File: config.mk
export PLATFORM = sky130hd
export DESIGN_NAME = ro_freq_counter
export DESIGN_NICKNAME = d
export VERILOG_FILES = /design/src/rtl/ro_freq_counter.sv
export SDC_FILE = /design/constraint.sdc
export NUM_CORES = 1
export LEC_CHECK = 0
export CAP_MARGIN = 20
export CORE_UTILIZATION = 52
export DETAILED_ROUTE_END_ITERATION = 12
export PLACE_DENSITY = 0.73
export SETUP_SLACK_MARGIN = 0.2
export SLEW_MARGIN = 20
export SYNTH_ARGS = -nofsm -noshare
export SYNTH_HDL_FRONTEND = slang
export SYNTH_SLANG_ARGS = --single-unit
export TNS_END_PERCENT = 100
File: constraint.sdc
create_clock -name clk -period 3 [get_ports clk]
set_clock_uncertainty 0.2 [all_clocks]
set_input_delay 0.3 -clock clk [delete_from_list [all_inputs] [get_ports clk]]
set_output_delay 0.3 -clock clk [all_outputs]
set_load 0.01 [all_outputs]
File: src/rtl/ro_freq_counter.sv
// ro_freq_counter: enables the ring oscillator, synchronizes its output and counts
// rising edges over a fixed clk window after a settle period.
module ro_freq_counter #(
    parameter int WINDOW_CYCLES = 1000,
    parameter int SETTLE_CYCLES = 8,
    parameter int SYNC_STAGES   = 2,
    parameter int CNT_W         = 16
) (
    input  logic             clk,
    input  logic             rst,
    input  logic             start,
    input  logic             ro_out,
    output logic             ro_en,
    output logic             busy,
    output logic [CNT_W-1:0] count,
    output logic             valid,
    output logic             overflow
);
    localparam logic [1:0] IDLE   = 2'd0;
    localparam logic [1:0] SETTLE = 2'd1;
    localparam logic [1:0] COUNT  = 2'd2;
    localparam logic [1:0] DONE   = 2'd3;
    localparam int TW = $clog2((WINDOW_CYCLES > SETTLE_CYCLES ? WINDOW_CYCLES : SETTLE_CYCLES) + 1);

    logic [1:0]             r_state;
    logic [SYNC_STAGES-1:0] r_sync;
    logic                   r_hist;
    logic                   r_sat;
    logic                   r_ro_en;
    logic                   r_valid;
    logic                   r_overflow;
    logic [TW-1:0]          r_timer;
    logic [CNT_W-1:0]       r_edges;
    logic [CNT_W-1:0]       r_count;
    logic                   w_rise;
    logic                   w_count_rise;
    logic                   w_at_max;
    logic                   w_settle_end;
    logic                   w_count_end;
    logic                   w_sat_next;
    logic [CNT_W-1:0]       w_edges_next;

    assign w_rise       = r_sync[SYNC_STAGES-1] & ~r_hist;
    assign w_count_rise = (r_state == COUNT) & w_rise;
    assign w_at_max     = &r_edges;
    assign w_settle_end = r_timer == TW'(SETTLE_CYCLES - 1);
    assign w_count_end  = r_timer == TW'(WINDOW_CYCLES - 1);
    // Saturate rather than wrap; the sticky flag records any rise lost at the ceiling.
    assign w_edges_next = (w_count_rise && !w_at_max) ? r_edges + CNT_W'(1) : r_edges;
    assign w_sat_next   = r_sat | (w_count_rise & w_at_max);

    always_ff @(posedge clk) begin
        if (rst) begin
            r_state    <= IDLE;
            r_sync     <= '0;
            r_hist     <= 1'b0;
            r_sat      <= 1'b0;
            r_ro_en    <= 1'b0;
            r_valid    <= 1'b0;
            r_overflow <= 1'b0;
            r_timer    <= '0;
            r_edges    <= '0;
            r_count    <= '0;
        end else begin
            r_sync  <= {r_sync[SYNC_STAGES-2:0], ro_out};
            r_hist  <= r_sync[SYNC_STAGES-1];
            r_valid <= 1'b0;
            if (r_state == IDLE) begin
                if (start) begin
                    r_state <= SETTLE;
                    r_ro_en <= 1'b1;
                    r_timer <= '0;
                    r_edges <= '0;
                    r_sat   <= 1'b0;
                end
            end else if (r_state == SETTLE) begin
                r_timer <= w_settle_end ? '0 : r_timer + TW'(1);
                r_state <= w_settle_end ? COUNT : SETTLE;
            end else if (r_state == COUNT) begin
                r_edges <= w_edges_next;
                r_sat   <= w_sat_next;
                r_timer <= r_timer + TW'(1);
                if (w_count_end) begin
                    r_state    <= DONE;
                    r_ro_en    <= 1'b0;
                    r_valid    <= 1'b1;
                    r_count    <= w_edges_next;
                    r_overflow <= w_sat_next;
                end
            end else begin
                r_state <= IDLE;
            end
        end
    end

    assign ro_en    = r_ro_en;
    assign busy     = r_state != IDLE;
    assign count    = r_count;
    assign valid    = r_valid;
    assign overflow = r_overflow;
endmodule
==> results.sh <==
export IMPL_cts_tree="yes"
export IMPL_track_usage_pct=24.72
export IMPL_clock_sinks=51
export IMPL_synth_top_cell_area_share_pct=38.51
export IMPL_initial_core_util_pct=55.04
export IMPL_overflow=0
export IMPL_dieHeight_um=73.41
export IMPL_cp_max_fo=7
export IMPL_cellPowerDensity_mw_per_mm2=386.2
export IMPL_final_area_mm2=0.003038
export IMPL_final_nets=349
export IMPL_p_comb_share_pct=5.4
export IMPL_grt_max_degree=35
export IMPL_grt_pass1_vias=2077
export IMPL_finalPower_mw=1.173
export IMPL_syn_area_per_cell_um2=8.158
export IMPL_dieArea_mm2=0.005388
export IMPL_area_growth_pct=14.58
export IMPL_yosys_top_cells_count="51 x dfxtp_1, 42 x nor2_1, 37 x nand2_1"
export IMPL_slew_violations=0
export IMPL_top_level_ports=24
export IMPL_synth_nets=331
export IMPL_gp_congestion=0.9897
export IMPL_ir_drop_v=0.0003209
export IMPL_finalHoldViolations=0
export IMPL_multi_input_area_mm2=0.001529
export IMPL_port_buffers=23
export IMPL_fin_setup_tns_ns=0
export IMPL_hp_start="r_sync[0]"
export IMPL_path_cells="ha_1 > nand4bb_1 > or4_1 > a211oi_1 > a21oi_1 > nor2_1"
export IMPL_critical_path_top_delay_family="simple AND/OR/NAND/NOR gates"
export IMPL_root_buffer="clkbuf_8"
export IMPL_r2r_start="r_timer[0]"
export IMPL_wl_per_cell_um=14.69
export IMPL_vias=2406
export IMPL_cap_violations=0
export IMPL_seq_area_frac_synth_pct=38.51
export IMPL_crit_type="reg2reg"
export IMPL_die_w_um=73.41
export IMPL_yosys_warnings=0
export IMPL_max_slew_margin_rel_pct=61.13
export IMPL_vias_per_cell=5.854
export IMPL_grt_pass1_wl_mm=10.17
export IMPL_status="finished clean"
export IMPL_period_share_pct=80.89
export IMPL_insertedDiodeCount=0
export IMPL_hpwl_mm=4.388
export IMPL_netlist_instances=325
export IMPL_dp_cells=403
export IMPL_num_rows=25
export IMPL_clk_pin_slew_ns=0.10
export IMPL_drive_above_1_share_pct=9.302
export IMPL_yosysUniqueCellTypes=55
export IMPL_worstSetupStartpointType="flip-flop"
export IMPL_syn_area_mm2=0.002651
export IMPL_finalNonFillerCells=411
export IMPL_cts_path_max_buffers=2
export IMPL_synthArstFlopShare_pct=0
export IMPL_worst_setup_path_end_kind="flip-flop"
export IMPL_power_frac_seq_pct=58.8
export IMPL_startpoint="r_timer[0]"
export IMPL_synthTopCellsByArea="dfxtp_1 39%, nor2_1 5.9%, nand2_1 5.2%"
export IMPL_synth_most_common_cell="dfxtp_1"
export IMPL_placed_cell_area_mm2=0.002943
export IMPL_intPower_mw=0.8976
export IMPL_max_freq_ghz=0.4121
export IMPL_cts_hold_buf=0
export IMPL_cts_resized=0
export IMPL_drt_pass1_iter_count=5
export IMPL_h_tree_depth=2
export IMPL_critPathBufInv=0
export IMPL_drt_iter0_drc=263
export IMPL_swShare_pct=23.50
export IMPL_hp_class="reg2reg"
export IMPL_rsz0062_at_grt="false"
export IMPL_seqCellArea_mm2=0.001021
export IMPL_postRouteAntennaNets=0
export IMPL_required_ns=3.05
export IMPL_post_cts_repair_setup_buffers=0
export IMPL_synth_ff_type="dfxtp_1"
export IMPL_core_mm2=0.004817
export IMPL_drt_wl_total_mm=6.036
export IMPL_p_switching_mw=0.2757
export IMPL_fillCellCount=450
export IMPL_critPathMaxStageDelay_ns=0.72
export IMPL_arrival_ns=2.47
export IMPL_antenna_found_initial=0
export IMPL_slowest_stage="or4_1"
export IMPL_drc=0
export IMPL_fin_crit_ns=2.427
export IMPL_synth_edf_count=0
export IMPL_synth_seq_cells=51
export IMPL_clk_latency_ns=0.31
export IMPL_setup_viol=0
export IMPL_worst_pin_slew_ns=0.5777
export IMPL_synth_top_cell_by_area="dfxtp_1"
export IMPL_power_leakage_nw=0.9426
export IMPL_power_frac_clock_pct=35.8
export IMPL_cts_buffers=5
## worst paths after layout
path                     to  slack (ns)  cells after the start
setup / recovery   count[4]        0.57                      6
hold / removal    r_sync[1]        0.25                      1
setup reg to reg   count[4]        0.57                      6
hold reg to reg   r_sync[1]        0.25                      1
## power groups by stage
stage | logic [mW] | registers [mW] | clock network [mW]
3_3_place_gp | 0.0631 | 0.705 | 0
3_5_place_dp | 0.0633 | 0.706 | 0
4_1_cts | 0.0637 | 0.690 | 0.425
2_1_floorplan | 0.0434 | 0.703 | 0
6_report | 0.0636 | 0.690 | 0.420
5_1_grt | 0.0697 | 0.692 | 0.461
## registers in the layout, indices dropped and copies added (netlist names)
name and flops:
count 16, r_edges 16, r_timer 10, r_state 2, r_sync 2, overflow 1
r_hist 1, r_sat 1, ro_en 1, valid 1
## final cells by class
class	count	share of cell area [%]
inverter	5	0.6178
sequential	51	33.61
timing repair buffer	31	9.555
clock buffer	7	2.842
tap	67	2.759
clock inverter	1	0.2883
multi-input combinational	249	50.33
## metal layers
metal | part of all wire (%) | vias to the layer above | GRT usage, %
li1 | - | 1224 | -
met1 | 52 | 1102 | 38.97
met2 | 40 | 74 | 33.23
met3 | 6.9 | 6 | 6.173
met4 | 1.1 | 0 | 5.556
met5 | 0 | - | 0
## cells by family (layout without fill, tap and decap cells)
logic type	after synthesis	in the layout	share of synthesized area [%]
muxes	1	1	0.4247
AOI/OAI and AO/OA	83	83	20.76
xor gates and xnor gates	12	12	3.964
buffers and inverters	25	44	4.058
and+or+nand+nor	151	151	31.34
DFF	51	51	38.51
adders and majority gates	2	2	0.9437
## cells in the final DEF (no fill, tap or decap), types with 4 or more instances in the layout
cell | Yosys | layout
nor3_1 | 8 | 8
dfxtp_1 | 51 | 51
nor2b_1 | 5 | 5
a211oi_1 | 14 | 14
nand2b_1 | 7 | 7
or4_1 | 4 | 4
xnor2_1 | 9 | 9
o211ai_1 | 4 | 4
a31oi_1 | 8 | 8
nand2_1 | 37 | 37
inv_1 | 5 | 5
and3_1 | 4 | 4
nand3_1 | 11 | 11
clkbuf_8 | 0 | 6
a21oi_1 | 26 | 26
clkdlybuf4s50_1 | 0 | 23
buf_4 | 2 | 8
or3_1 | 5 | 5
nor2_1 | 42 | 42
o21ai_0 | 10 | 10
a311oi_1 | 7 | 7
## through the flow
step	hold WS (ns)	worst slack, ns	util, %
after floorplan	0.2138	0.8544	-
after global placement	0.2322	0.6928	61.09
after detailed placement	0.2309	0.6247	61.09
after CTS	0.2528	0.5742	63.06
after global routing	0.2681	0.3312	63.06
final	0.2455	0.5734	63.06
No activity file was read; power rests on OpenSTA's default activity.
